--- config.mk ---
export PLATFORM = sky130hd
export DESIGN_NAME = mix_columns_seq
export DESIGN_NICKNAME = d
export VERILOG_FILES = /design/src/rtl/mix_columns_seq.sv
export SDC_FILE = /design/constraint.sdc
export NUM_CORES = 1
export LEC_CHECK = 0
export CAP_MARGIN = 0
export CELL_PAD_IN_SITES_DETAIL_PLACEMENT = 1
export CELL_PAD_IN_SITES_GLOBAL_PLACEMENT = 2
export CORE_AREA = 8 8 191 193
export CTS_CLUSTER_DIAMETER = 150
export CTS_CLUSTER_SIZE = 10
export DETAILED_ROUTE_END_ITERATION = 8
export DIE_AREA = 0 0 199 201
export PLACE_DENSITY = 0.92
export SETUP_SLACK_MARGIN = 0.1
export SYNTH_ARGS = -nofsm -noshare
export SYNTH_HDL_FRONTEND = slang
export SYNTH_SLANG_ARGS = --single-unit
--- constraint.sdc ---
create_clock -name clk -period 10.4 [get_ports clk]
set_clock_uncertainty 0.05 [all_clocks]
set_input_delay 3.12 -clock clk [delete_from_list [all_inputs] [get_ports clk]]
set_output_delay 3.12 -clock clk [all_outputs]
set_load 0.02 [all_outputs]
--- src/rtl/mix_columns_seq.sv ---
// Iterative forward/inverse MixColumns over an NB-column state, COLS_PER_CYCLE columns per clock.
// Optional MIX_COLUMNS_SEQ_BYPASS_EN adds bypass_i to pass a block through untransformed.
module mix_columns_seq #(
  parameter int NB             = 4,
  parameter int COLS_PER_CYCLE = 1
) (
  input  logic              clk,
  input  logic              rst_n,
  input  logic              in_valid,
  output logic              in_ready,
  input  logic              enc_dec,
  input  logic [NB*32-1:0]  state_i,
  output logic              out_valid,
  input  logic              out_ready,
  output logic [NB*32-1:0]  state_o,
  output logic              busy
`ifdef MIX_COLUMNS_SEQ_BYPASS_EN
  ,
  input  logic              bypass_i
`endif
);

  // Handshake: a transfer happens on a rising edge where valid and ready are both
  // high; in_valid is only looked at in IDLE, and the result holds while out_ready is low.

  localparam int CW = $clog2(NB) + 1;

  if ((NB != 4 && NB != 6 && NB != 8) || COLS_PER_CYCLE < 1 ||
      (NB % COLS_PER_CYCLE) != 0) begin : g_bad_cfg
    $error("mix_columns_seq: NB must be 4/6/8 and divisible by COLS_PER_CYCLE");
  end

  typedef enum logic [1:0] {
    IDLE    = 2'd0,
    COMPUTE = 2'd1,
    DONE    = 2'd2
  } state_t;

  state_t             state;
  state_t             state_next;
  logic [NB*32-1:0]   work;
  logic [NB*32-1:0]   work_next;
  logic               mode;
  logic [CW-1:0]      cnt;
  logic               last_group;
  logic               take_bypass;
  logic [31:0]        grp_out [COLS_PER_CYCLE];

`ifdef MIX_COLUMNS_SEQ_BYPASS_EN
  assign take_bypass = bypass_i;
`else
  assign take_bypass = 1'b0;
`endif

  function automatic logic [7:0] xtime(input logic [7:0] b);
    return {b[6:0], 1'b0} ^ (b[7] ? 8'h1b : 8'h00);
  endfunction

  // Coefficients here never exceed 4'hf, so b*c is a sum of b, 2b, 4b, 8b.
  function automatic logic [7:0] gf_mul(input logic [7:0] b, input logic [3:0] c);
    logic [7:0] x1;
    logic [7:0] x2;
    logic [7:0] x3;
    x1 = xtime(b);
    x2 = xtime(x1);
    x3 = xtime(x2);
    return ({8{c[0]}} & b) ^ ({8{c[1]}} & x1) ^ ({8{c[2]}} & x2) ^ ({8{c[3]}} & x3);
  endfunction

  function automatic logic [31:0] mix_col(input logic [31:0] col, input logic enc);
    logic [7:0] a0, a1, a2, a3;
    logic [3:0] c0, c1, c2, c3;
    logic [7:0] r0, r1, r2, r3;
    a0 = col[31:24];
    a1 = col[23:16];
    a2 = col[15:8];
    a3 = col[7:0];
    c0 = enc ? 4'h2 : 4'he;
    c1 = enc ? 4'h3 : 4'hb;
    c2 = enc ? 4'h1 : 4'hd;
    c3 = enc ? 4'h1 : 4'h9;
    // Row i uses coefficient index (j - i) mod 4 for input byte j.
    r0 = gf_mul(a0, c0) ^ gf_mul(a1, c1) ^ gf_mul(a2, c2) ^ gf_mul(a3, c3);
    r1 = gf_mul(a0, c3) ^ gf_mul(a1, c0) ^ gf_mul(a2, c1) ^ gf_mul(a3, c2);
    r2 = gf_mul(a0, c2) ^ gf_mul(a1, c3) ^ gf_mul(a2, c0) ^ gf_mul(a3, c1);
    r3 = gf_mul(a0, c1) ^ gf_mul(a1, c2) ^ gf_mul(a2, c3) ^ gf_mul(a3, c0);
    return {r0, r1, r2, r3};
  endfunction

  // One mixer per group lane; each lane muxes in the column cnt+g.
  for (genvar g = 0; g < COLS_PER_CYCLE; g++) begin : g_lane
    logic [31:0] sel;
    always_comb begin
      sel = '0;
      for (int c = 0; c < NB; c++) begin
        if (CW'(c) == cnt + CW'(g)) sel = work[NB*32-1-32*c -: 32];
      end
    end
    assign grp_out[g] = mix_col(sel, mode);
  end

  always_comb begin
    work_next = work;
    for (int c = 0; c < NB; c++) begin
      for (int g = 0; g < COLS_PER_CYCLE; g++) begin
        if (CW'(c) == cnt + CW'(g)) work_next[NB*32-1-32*c -: 32] = grp_out[g];
      end
    end
  end

  assign last_group = (cnt == CW'(NB - COLS_PER_CYCLE));

  always_ff @(posedge clk or negedge rst_n) begin
    if (!rst_n) state <= IDLE;
    else        state <= state_next;
  end

  always_comb begin
    state_next = state;
    in_ready   = 1'b0;
    out_valid  = 1'b0;
    busy       = 1'b0;
    case (state)
      IDLE: begin
        in_ready = 1'b1;
        if (in_valid) state_next = take_bypass ? DONE : COMPUTE;
      end
      COMPUTE: begin
        busy = 1'b1;
        if (last_group) state_next = DONE;
      end
      DONE: begin
        busy      = 1'b1;
        out_valid = 1'b1;
        if (out_ready) state_next = IDLE;
      end
      default: state_next = IDLE;
    endcase
  end

  // cnt wraps to 0 after the last group so it always stays a legal column index.
  always_ff @(posedge clk or negedge rst_n) begin
    if (!rst_n) begin
      work <= '0;
      mode <= 1'b0;
      cnt  <= '0;
    end else begin
      case (state)
        IDLE: begin
          if (in_valid) begin
            work <= state_i;
            mode <= enc_dec;
            cnt  <= '0;
          end
        end
        COMPUTE: begin
          work <= work_next;
          cnt  <= last_group ? '0 : cnt + CW'(COLS_PER_CYCLE);
        end
        default: ;
      endcase
    end
  end

  // Only a finished block is ever visible on state_o.
  assign state_o = (state == DONE) ? work : '0;

endmodule

==> results of run 1 <==
==> flip-flops by register name, summed over array words and instances, names as in the netlist <==
name	count
cnt	3
mode	1
state	2
work	128
==> cells in the final DEF (no fill, tap or decap), types with 16 or more instances in the layout <==
cell type and instances:
xnor3_1 26, dfrtp_1 134, o21ai_0 118, clkdlybuf4s50_1 262, nand2_1 105, clkbuf_16 17
buf_4 22, xor2_1 40, nor2_1 125, and2_1 139, a21oi_1 109, xnor2_1 118
o21a_1 16
==> worst min-delay path by stage <==
stage	to	cells past startpoint
after detailed placement	work[35]$_DFFE_PN0P_	2
after global placement	work[8]$_DFFE_PN0P_	2
final	work[35]$_DFFE_PN0P_	2
after floorplan	work[8]$_DFFE_PN0P_	2
after CTS	work[35]$_DFFE_PN0P_	2
after global routing	work[81]$_DFFE_PN0P_	2
==> metal layers <==
metal  part of all wire  GRT usage  wire length, µm
met3              0.073     0.0520             3580
met4              0.026     0.0837             1290
met5                  0          0                0
met1               0.41      0.306            20200
met2               0.49      0.401            24200
==> tightest hold or removal path, cell delays in order (launching register included) <==
cell     delay [ps]
dfrtp_1         360
nand2_1          50
o21ai_0          60
==> final cells by class <==
| type | instances | area, µm² | area share |
|---|---|---|---|
| multi-input cells | 986 | 6700 | 0.477 |
| inverters | 15 | 56.3 | 0.00400 |
| well taps | 448 | 561 | 0.0399 |
| diodes | 2 | 5.00 | 0.000356 |
| clock inverters | 13 | 135 | 0.00961 |
| clock buffers | 19 | 453 | 0.0322 |
| repair buffers | 285 | 2800 | 0.199 |
| flip-flops and latches | 134 | 3350 | 0.238 |
==> metrics by stage <==
| stage | cell area (µm²) | setup WS (ps) | instances | hold slack, ps |
|---|---|---|---|---|
| 2_1_floorplan | 10500 | 5670 | 1234 | 400 |
| 3_3_place_gp | 13500 | 4560 | 1868 | 416 |
| 3_5_place_dp | 13500 | 4400 | 1868 | 435 |
| 4_1_cts | 14100 | 4150 | 1900 | 450 |
| 5_1_grt | 14100 | 3990 | 1902 | 491 |
| 6_report | 14100 | 4170 | 1902 | 452 |
==> logic make-up (layout without fill, tap and decap cells) <==
kind of cell / Yosys count / count (layout) / synth area share
adder cells (fa/ha/maj): 7 / 7 / 0.00831
AND/OR/NAND/NOR: 432 / 432 / 0.203
multiplexers: 7 / 7 / 0.00701
other: 0 / 2 / 0
flip-flops: 134 / 134 / 0.318
XOR/XNOR: 193 / 193 / 0.206
buffers and inverters: 114 / 332 / 0.0475
AO/OA/AOI/OAI: 347 / 347 / 0.210
==> summary.txt, run 1 <==
CTS
  – Maximum clock path buffer count: 2
  – CTS resizes: 0
  – Postcts setup bufs: 0
  – Worst-Skew Late Latency: 430 ps
  – Htree depth: 4
  – Hold buffers post-CTS: 0
  – Number of buffers created by CTS: 17
  – Clock sinks: 134
  – Reg clk slew, reported paths: 70 ps
  – Root buf cell: clkbuf_16
  – CTS tree: yes

Timing
  – Hold Violations, Final: 0
  – Least-Margin Pin Slew: 1010 ps
  – Final setup fails: 0
  – Final period util: 0.599
  – Slew margin rel.: 0.323
  – Setup TNS: 0 ps
  – Max Freq: 161 MHz
  – Min cycle time layout: 6230 ps
  – RSZ-0062 raised after global routing: no
  – Slew Limit Fails: 0

Critical path
  – CP Capture Type: primary output
  – Worst Path Buf+Inv: 3
  – Largest stage delay, worst path: 620 ps
  – R2R setup slack: 4430 ps
  – Crit-path cells: inv_1 > ha_4 > buf_4 > and2_1 > clkdlybuf4s50_1
  – Crit. Startpoint: state[0]$_DFFE_PN0P_
  – Critical R2R Launch: cnt[0]$_DFFE_PN0P_
  – Crit path capture: state_o[0]
  – Crit path max-delay family: buffers and inverters
  – Crit Path Class: flip-flop to primary output
  – CP max-delay cell: clkdlybuf4s50_1
  – Crit path launch type: flip-flop
  – Worst Path Required: 7230 ps
  – CP Data Arrival Time: 3060 ps
  – Critical path depth: 5
  – Reg2reg path depth: 13
  – CP max FO: 66
  – Worst r2r dst: work[97]$_DFFE_PN0P_

Drt
  – Vias per cell: 5.53
  – Wire per inst: 25.9 µm
  – First drt pass iteration count: 6
  – Starting DRT DRC Count: 900
  – DRC errors left: 0
  – Post-route antenna net violation count: 0
  – Final WL: 49,200 µm
  – Vias: 10,525

Logic synthesis
  – Top post-synthesis cells by area: dfrtp_1 32%, xnor2_1 9.8%, and2_1 8.3%
  – Seq cells post-synth: 134
  – Unique masters post-synth: 64
  – Post-Syn Instances: 1,234
  – Syn_nets: 1,374
  – Most frequent cells after synthesis: 139 x and2_1, 134 x dfrtp_1, 125 x nor2_1
  – Count leader, synth: and2_1
  – Post-synth EDFFs: 0
  – Yosys top cell by area: dfrtp_1
  – Mapped cell area: 0.0105 mm²
  – Async SR Flop Fraction: 1.00
  – Yosys synthesis warning count: 0
  – Top-area cell type share of the netlist area: 0.318
  – Seq/Total Area, Yosys: 0.318
  – Dominant synthesized flop cell: dfrtp_1
  – Mean Syn Cell Area: 8.54 µm²

Die
  – Initial core utilization: 0.317
  – Placeable core region: 0.0333 mm²
  – Die width: 199 µm
  – I/O pin count: 264
  – Die area: 0.0400 mm²
  – FP Rows: 67
  – Die Y: 201 µm

GRT
  – Total Routing Usage GR: 0.242
  – Initial antenna violation count: 5
  – Total gr overflow: 0
  – First-pass GRT wire length: 73,400 µm
  – Vias in the first global route: 11,377
  – Pin count of the biggest net entering global routing: 83

Min path
  – Min-delay src: work[35]$_DFFE_PN0P_
  – Class of the worst hold path: flip-flop to flip-flop

Cells and area
  – Area growth syn-to-layout: 33.5%
  – Utilization after layout: 0.423
  – Layout cell share with drive strength beyond 1: 0.0572
  – FILL cells: 3,906
  – Final nets: 1,579

Placed design
  – Port buffer count: 263
  – GPL Wtd Cong: 0.970
  – HPWL after detailed placement: 36,900 µm

Flow run
  – Max-Cap Viols: 0

Run status
  – Status: finished clean
Power of run 1 is not shown: default switching activity piles up to over one toggle a cycle in this logic, so the estimate is an artifact.
==> run 2, diff against run 1 <==
--- a/config.mk
+++ b/config.mk
@@ -8,12 +8,12 @@
 export CAP_MARGIN = 0
 export CELL_PAD_IN_SITES_DETAIL_PLACEMENT = 1
 export CELL_PAD_IN_SITES_GLOBAL_PLACEMENT = 2
-export CORE_AREA = 8 8 191 193
+export CORE_AREA = 8 8 197 199
 export CTS_CLUSTER_DIAMETER = 150
 export CTS_CLUSTER_SIZE = 10
 export DETAILED_ROUTE_END_ITERATION = 8
-export DIE_AREA = 0 0 199 201
-export PLACE_DENSITY = 0.92
+export DIE_AREA = 0 0 205 207
+export PLACE_DENSITY = 0.87
 export SETUP_SLACK_MARGIN = 0.1
 export SYNTH_ARGS = -nofsm -noshare
 export SYNTH_HDL_FRONTEND = slang
==> constraint.sdc (replaced) <==
create_clock -name clk -period 6.5 [get_ports clk]
set_clock_uncertainty 0.05 [all_clocks]
set_input_delay 1.95 -clock clk [delete_from_list [all_inputs] [get_ports clk]]
set_output_delay 1.95 -clock clk [all_outputs]
set_load 0.02 [all_outputs]
==> summary.txt, run 2 (synthesized netlist as in run 1, its figures left out) <==
Timing
  – Hold Violations, Final: 0
  – Slew margin rel.: 0.307
  – Final period util: 0.784
  – Final setup fails: 0
  – Setup TNS: 0 ps
  – Min cycle time layout: 5100 ps
  – Least-Margin Pin Slew: 1040 ps
  – Slew Limit Fails: 0
  – Max Freq: 196 MHz
  – RSZ-0062 raised after global routing: no

Die
  – Initial core utilization: 0.293
  – Placeable core region: 0.0359 mm²
  – FP Rows: 70
  – Die Y: 207 µm
  – I/O pin count: 264
  – Die area: 0.0424 mm²
  – Die width: 205 µm

Critical path
  – CP max FO: 26
  – CP Data Arrival Time: 5340 ps
  – CP Capture Type: flip-flop
  – Worst r2r dst: work[61]$_DFFE_PN0P_
  – R2R setup slack: 1400 ps
  – Crit path launch type: flip-flop
  – Worst Path Required: 6750 ps
  – Crit Path Class: flip-flop to flip-flop
  – Reg2reg path depth: 12
  – Critical R2R Launch: cnt[0]$_DFFE_PN0P_

CTS
  – Maximum clock path buffer count: 2
  – Reg clk slew, reported paths: 60 ps
  – CTS tree: yes
  – Hold buffers post-CTS: 0
  – Postcts setup bufs: 0
  – Worst-Skew Late Latency: 430 ps
  – CTS resizes: 0
  – Root buf cell: clkbuf_16
  – Htree depth: 4
  – Clock sinks: 134
  – Number of buffers created by CTS: 17

GRT
  – Initial antenna violation count: 3
  – First-pass GRT wire length: 73,300 µm
  – Pin count of the biggest net entering global routing: 104
  – Total gr overflow: 0
  – Total Routing Usage GR: 0.228
  – Vias in the first global route: 10,988

Cells and area
  – Layout cell share with drive strength beyond 1: 0.0597
  – FILL cells: 4,234
  – Final nets: 1,584
  – Max reg flops: 128
  – Most common cell after layout, fill and taps aside: clkdlybuf4s50_1
  – Biggest register: work
  – Final instance area: 0.0142 mm²
  – Area growth syn-to-layout: 34.5%
  – Regs by FF count: work (128), cnt (3), state (2)
  – Most frequent cells in the layout: 262 x clkdlybuf4s50_1, 139 x and2_1, 134 x dfrtp_1

Min path
  – Worst Hold Depth: 2
  – Min-delay src: work[81]$_DFFE_PN0P_
  – WHS Endpoint: work[81]$_DFFE_PN0P_
  – Class of the worst hold path: flip-flop to flip-flop

Drt
  – First drt pass iteration count: 5
  – Vias: 10,363
  – DRC errors left: 0
  – Final WL: 49,500 µm
  – Post-route antenna net violation count: 0
  – Vias per cell: 5.38
  – Starting DRT DRC Count: 825
  – Wire per inst: 25.7 µm

Run status
  – Status: finished clean

Placed design
  – GPL Wtd Cong: 0.939
  – Placed cell areas: 0.0135 mm²
  – Port buffer count: 263
  – HPWL after detailed placement: 37,900 µm

Flow run
  – Max-Cap Viols: 0
run 2: cell types whose count changed in the layout (fill, tap and decap cells not counted), sizes merged:
| cell | before | now |
|---|---|---|
| inv | 20 | 18 |
| diode | 2 | 3 |
| bufinv | 1 | 3 |
| buf | 23 | 28 |
| clkinvlp | 2 | 0 |
| clkinv | 5 | 6 |
| clkbuf | 19 | 20 |
run 2: final cells by class:
cell class                      instances  area (µm²)  share of cell area
Inverter                               15        56.3             0.00397
Sequential cell                       134        3350               0.237
Antenna cell                            3        7.51            0.000530
Tap cell                              468         586              0.0413
Timing Repair Buffer                  290        2840               0.200
Clock inverter                         12         165              0.0117
Multi-Input combinational cell        986        6710               0.474
Clock buffer                           20         457              0.0322
run 2: worst max-delay path by stage:
stage	start	to	slack, ps
2_1_floorplan	cnt[0]$_DFFE_PN0P_	work[116]$_DFFE_PN0P_	2740
3_3_place_gp	cnt[0]$_DFFE_PN0P_	work[29]$_DFFE_PN0P_	1630
3_5_place_dp	cnt[0]$_DFFE_PN0P_	work[29]$_DFFE_PN0P_	1460
4_1_cts	state[0]$_DFFE_PN0P_	state_o[87]	1360
5_1_grt	state[0]$_DFFE_PN0P_	state_o[87]	1230
6_report	cnt[0]$_DFFE_PN0P_	work[61]$_DFFE_PN0P_	1400
run 2: stage by stage:
step,hold WS (ps),instances,util,worst slack [ps]
after CTS,452,1925,0.394,1360
after global placement,413,1893,0.377,1630
final,461,1928,0.395,1400
after detailed placement,439,1893,0.377,1460
after floorplan,400,1234,-,2740
after global routing,501,1928,0.395,1230
run 2: metal layers:
layer,GRT usage,vias to the layer above,share of wire
met3,0.0409,69,0.061
met2,0.366,394,0.48
met4,0.0752,0,0.026
li1,-,4622,-
met5,0,-,0
met1,0.306,5278,0.43
run 2: worst max-delay path, cell delays in order (launching register included):
cell	delay, ps
dfrtp_1	410
inv_1	130
ha_1	380
nor2b_4	670
a221oi_1	270
or4_1	740
xnor2_4	360
xor3_1	260
mux2_2	430
xor3_1	480
xnor3_1	430
nor2_2	210
o21ai_0	130
Power of run 2 is left out for the same reason.
==> run 3, diff against run 2 <==
==> constraint.sdc (replaced) <==
create_clock -name clk -period 4.8 [get_ports clk]
set_clock_uncertainty 0.05 [all_clocks]
set_input_delay 1.44 -clock clk [delete_from_list [all_inputs] [get_ports clk]]
set_output_delay 1.44 -clock clk [all_outputs]
set_load 0.02 [all_outputs]
==> summary.txt, run 3 (synthesized netlist as in run 1, its figures left out) <==
Die
  – Die width: 205 µm
  – Placeable core region: 0.0359 mm²
  – Initial core utilization: 0.293
  – I/O pin count: 264
  – FP Rows: 70
  – Die Y: 207 µm
  – Die area: 0.0424 mm²

Drt
  – First drt pass iteration count: 5
  – Wire per inst: 25.6 µm
  – Vias: 10,358
  – DRC errors left: 0
  – Vias per cell: 5.30
  – Starting DRT DRC Count: 813
  – Final WL: 50,000 µm
  – Post-route antenna net violation count: 0

Cells and area
  – Layout cell share with drive strength beyond 1: 0.0795
  – Final nets: 1,613
  – Max reg flops: 128
  – Most frequent cells in the layout: 262 x clkdlybuf4s50_1, 139 x and2_1, 134 x dfrtp_1
  – Area occupied by multi-input gates: 0.00671 mm²
  – Final instance area: 0.0144 mm²
  – FILL cells: 4,198
  – Regs by FF count: work (128), cnt (3), state (2)
  – Area growth syn-to-layout: 36.2%
  – Most common cell after layout, fill and taps aside: clkdlybuf4s50_1
  – Biggest register: work
  – Storage cell area: 0.00335 mm²

GRT
  – Vias in the first global route: 11,217
  – GRT met2 Usage: 0.377
  – Total Routing Usage GR: 0.233
  – Met1 Usage GRT: 0.307
  – Busiest layer in global routing: met2
  – Total gr overflow: 0
  – First-pass GRT wire length: 74,500 µm
  – Met3 Use GR: 0.0432
  – Initial antenna violation count: 2
  – Pin count of the biggest net entering global routing: 93

Timing
  – Final WS setup: 340 ps
  – Slew Limit Fails: 0
  – Slew margin rel.: 0.298
  – Least-Margin Pin Slew: 1050 ps
  – Final setup fails: 0
  – Setup TNS: 0 ps
  – Min cycle time layout: 4460 ps
  – Hold Violations, Final: 0
  – RSZ-0062 raised after global routing: no
  – Final period util: 0.929
  – Max Freq: 224 MHz

CTS
  – Htree depth: 4
  – Clock sinks: 134
  – Maximum clock path buffer count: 2
  – CTS resizes: 1
  – Number of buffers created by CTS: 17
  – Worst-Skew Late Latency: 440 ps
  – Hold buffers post-CTS: 0
  – Reg clk slew, reported paths: 60 ps
  – CTS tree: yes
  – Postcts setup bufs: 0
  – Root buf cell: clkbuf_16

Critical path
  – R2R setup slack: 340 ps
  – CP max FO: 41
  – Worst Path Required: 5030 ps
  – Crit Path Class: flip-flop to flip-flop
  – CP Capture Type: flip-flop
  – Crit path launch type: flip-flop
  – CP Data Arrival Time: 4690 ps

Placed design
  – Placed cell areas: 0.0138 mm²
  – Pre-CTS setup slack: 133 ps
  – HPWL after detailed placement: 39,000 µm
  – Port buffer count: 263
  – GPL Wtd Cong: 0.932

Flow run
  – Max-Cap Viols: 0

Min path
  – Class of the worst hold path: flip-flop to flip-flop

Run status
  – Status: finished clean
## run 3: cell types whose count changed in the layout (fill, tap and decap cells not counted), sizes merged
| cell | before | now |
|---|---|---|
| bufinv | 3 | 1 |
| inv | 18 | 14 |
| diode | 3 | 1 |
| buf | 28 | 57 |
| clkinv | 6 | 3 |
| clkinvlp | 0 | 7 |
| clkbuf | 20 | 21 |
## run 3: critical path: stages, from the launching register on
cell	delay (ps)
dfrtp_1	400
inv_1	110
ha_1	230
buf_4	400
a221oi_1	210
or4_1	710
xnor2_4	360
xor3_1	310
mux2_2	350
xnor3_1	400
xnor2_1	150
nor2_1	410
o21ai_0	210
## run 3: routing by layer
layer,vias to the layer above,wire (µm)
met1,5284,21800
met4,2,1240
met5,-,13
met3,71,2640
met2,322,24300
li1,4679,-
## run 3: metrics by stage
step                      utilization  hold slack [ps]  instances
after global routing            0.400              491       1954
after detailed placement        0.383              442       1922
after floorplan                     -              400       1234
final                           0.400              460       1954
after CTS                       0.400              456       1953
after global placement          0.383              420       1922
## run 3: layout make-up
class,instances,area share
inverter,15,0.00418
clock inverter,10,0.00680
clock buffer,21,0.0335
antenna,1,0.000174
timing repair buffer,319,0.214
tap,468,0.0408
multi-input combinational,986,0.467
sequential,134,0.234
## run 3: path summary, 6_finish.rpt
kind                       cells past startpoint           startpoint                   end
min reg2reg                                    2  work[8]$_DFFE_PN0P_   work[8]$_DFFE_PN0P_
max reg2reg                                   12   cnt[1]$_DFFE_PN0P_  work[69]$_DFFE_PN0P_
min in group asynchronous                      1                rst_n  work[82]$_DFFE_PN0P_
min                                            2  work[8]$_DFFE_PN0P_   work[8]$_DFFE_PN0P_
max                                           12   cnt[1]$_DFFE_PN0P_  work[69]$_DFFE_PN0P_
max in group asynchronous                      2                rst_n  work[43]$_DFFE_PN0P_
Power of run 3 is left out for the same reason.
==> edit (config.mk and constraints of run 2) <==
Add a define of `MIX_COLUMNS_SEQ_BYPASS_EN`.
--- a/src/rtl/mix_columns_seq.sv
+++ b/src/rtl/mix_columns_seq.sv
@@ -1,5 +1,7 @@
 // Iterative forward/inverse MixColumns over an NB-column state, COLS_PER_CYCLE columns per clock.
 // Optional MIX_COLUMNS_SEQ_BYPASS_EN adds bypass_i to pass a block through untransformed.
+`define MIX_COLUMNS_SEQ_BYPASS_EN
+
 module mix_columns_seq #(
   parameter int NB             = 4,
   parameter int COLS_PER_CYCLE = 1
Ports: changed (added bypass_i); port bits go from 264 to 265. The function was not compared with the original's and may differ.
==> edit against run 2 <==
  * Critical path depth down 1
  * Routed wire length rose by 0.37%
  * Synthesized area is 3.5% higher
  * Final area up 1.8%
  * Sequential cell count stayed put
  * Die area unchanged
  * Worst setup slack gained 0.16 ns
  * Maximum frequency grew 3.3%
  * Hold slack worse by 0.00055 ns
  * Sequential share of layout area fell by 0.42 points
  * Global-route usage barely moved
  * Critical endpoint is now work[84]
  * Largest cell class unchanged
Power is not shown: default switching activity piles up to over one toggle a cycle in this logic, so the estimate is an artifact.
==> edit: results (changes against run 2) <==
FF2FF_PATH_DEPTH=11  # -1
CRIT_FANOUT=38  # +46%
NUMCTSBUFFERS=17  # unchanged
CRITPATHLAUNCH='cnt[1]'
GLOBAL_ROUTE.USAGE.TOTAL_PCT=22.80  # -0.035 points
DP.FINAL_HPWL_MM=38.18  # +0.80%
CPMAXSTAGEDELAYCELL='sky130_fd_sc_hd__xor2_1'
CLK-INSERTION-DELAY-LATE_NS=0.44
WIRE_LENGTH_OF_THE_FIRST_GLOBAL_ROUTING_PASS_MM=73.79  # +0.63%
RUN_STATUS='finished clean'
POSTPLACECELLAREA_UM2=13820  # +2.1%
VIASPERCELL=5.434  # +1.1%
REG.LARGEST.LIST='work x128, cnt x3, state x2'
NUMBER_OF_DISTINCT_LIBRARY_CELL_VARIANTS_IN_THE_GATE_LEVEL_NETLIST_AFTER_SYNTHESIS=60  # -6.3%
NETS=1610  # +1.6%
ROOT_BUFFER='sky130_fd_sc_hd__clkbuf_16'
CRITICAL_PATH.REG2REG.ENDPOINT='work[84]'
CTS.CLK_SLEW.WORST_PATHS_NS=0.07
CLOCK_PATH_BUFFERS=2  # unchanged
CRITICAL_PATH.MAX_STAGE_DELAY_NS=0.61  # -0.13 ns
PLACE.GP.CONGESTION=0.9177  # -2.2%
SYNTH.YOSYS.SEQ_AREA_SHARE_PCT=30.74  # -1.1 points
HOLD_CLASS='reg -> reg'
CTS_POST_SETUP_BUFFERS_INSERTED=0  # unchanged
FF2FF_SETUP_SLACK_NS=1.57  # +0.16 ns
FIRST_PASS_ITERS=5  # unchanged
ANTENNA_FOUND_INITIAL=1  # -2
YS_TOP_CELLS_BY_AREA='sky130_fd_sc_hd__dfrtp_1 31%, sky130_fd_sc_hd__and2_1 7.6%, sky130_fd_sc_hd__xnor3_1 7.0%'
LAYOUT_CELL_SHARE_WITH_DRIVE_STRENGTH_BEYOND_1_PCT=6.073  # +0.10 points
PORT_BUFFERS=264  # +0.38%
DRTITER0DRC=765  # -7.3%
NFILLCELLS=4193  # -0.97%
MIN_FROM='work[41]'
POSTSYNTHNETCOUNT=1406  # +2.3%
CTS_HTREE_LEVELS=4  # unchanged
GRT_START_MAX_NET_PINS=131  # +26%
CTS.REPAIR.RESIZED=0  # unchanged
CRITICAL_PATH_ARRIVAL_NS=5.17  # -0.17 ns
WORSTHOLDPATHCELLS=2  # unchanged
SLEW-LIMIT-HEADROOM_PCT=11.43  # -19 points
MIN_DELAY_WORST_ENDPOINT='work[41]'
SYNTH-ASYNC-RESET-RATIO_PCT=100.0  # unchanged
SYNTH-WARNING-COUNT=0  # unchanged
SEQUENTIAL_CELL_AREA_UM2=3353  # unchanged
SYNTH.CELLS.MOST_FREQUENT='134 x sky130_fd_sc_hd__dfrtp_1, 133 x sky130_fd_sc_hd__and2_1, 126 x sky130_fd_sc_hd__a21oi_1, 116 x sky130_fd_sc_hd__nand2_1, 86 x sky130_fd_sc_hd__xnor2_1'
FIRST_GLOBAL_VIAS=11260  # +2.5%
ROUTED_WIRE_LENGTH_PER_INSTANCE_UM=25.45  # -0.82%
-- edit: kinds of logic after synthesis --
logic type	Yosys count	share of synthesized area, %
and+or+nand+nor	488	23.53
AOI/OAI and AO/OA	337	19.34
xor gates and xnor gates	171	19.60
DFF	134	30.74
buffers and inverters	121	5.311
muxes	7	0.6768
adders and majority gates	7	0.8029
-- edit: worst max path at each step --
| stage | end | slack [ns] |
|---|---|---|
| 2_1_floorplan | work[101] | 2.90 |
| 3_3_place_gp | work[100] | 1.79 |
| 3_5_place_dp | work[84] | 1.66 |
| 4_1_cts | state_o[64] | 1.57 |
| 5_1_grt | work[36] | 1.34 |
| 6_report | work[84] | 1.57 |
-- edit: critical path, delay by kind of cell (launching register included) --
family	cells	cell delay [ns]
AND/OR/NAND/NOR	3	1.66
AO/OA/AOI/OAI	3	0.49
flip-flops	1	0.37
buffers and inverters	1	0.09
adder cells (fa/ha/maj)	1	0.40
XOR/XNOR	3	1.71
-- edit: through the flow --
stage | cells | setup WS [ns] | hold slack, ns
5_1_grt | 1951 | 1.338 | 0.4990
6_report | 1951 | 1.568 | 0.4600
2_1_floorplan | 1265 | 2.901 | 0.4047
4_1_cts | 1950 | 1.575 | 0.4642
3_3_place_gp | 1918 | 1.794 | 0.4427
3_5_place_dp | 1918 | 1.661 | 0.4497
-- edit: cell type report --
| cell class | count | area share [%] |
|---|---|---|
| inverter | 20 | 0.5203 |
| antenna | 1 | 0.01734 |
| tap | 468 | 4.059 |
| sequential | 134 | 23.24 |
| multi-input combinational | 1010 | 48.53 |
| clock buffer | 19 | 3.070 |
| clock inverter | 13 | 1.119 |
| timing repair buffer | 286 | 19.44 |
-- edit: routing by layer --
layer	wire length, µm	track usage [%]	vias to the layer above
met3	3388	4.448	84
li1	-	-	4808
met2	22760	36.43	463
met4	2269	10.21	0
met5	0	0	-
met1	21240	29.37	5247
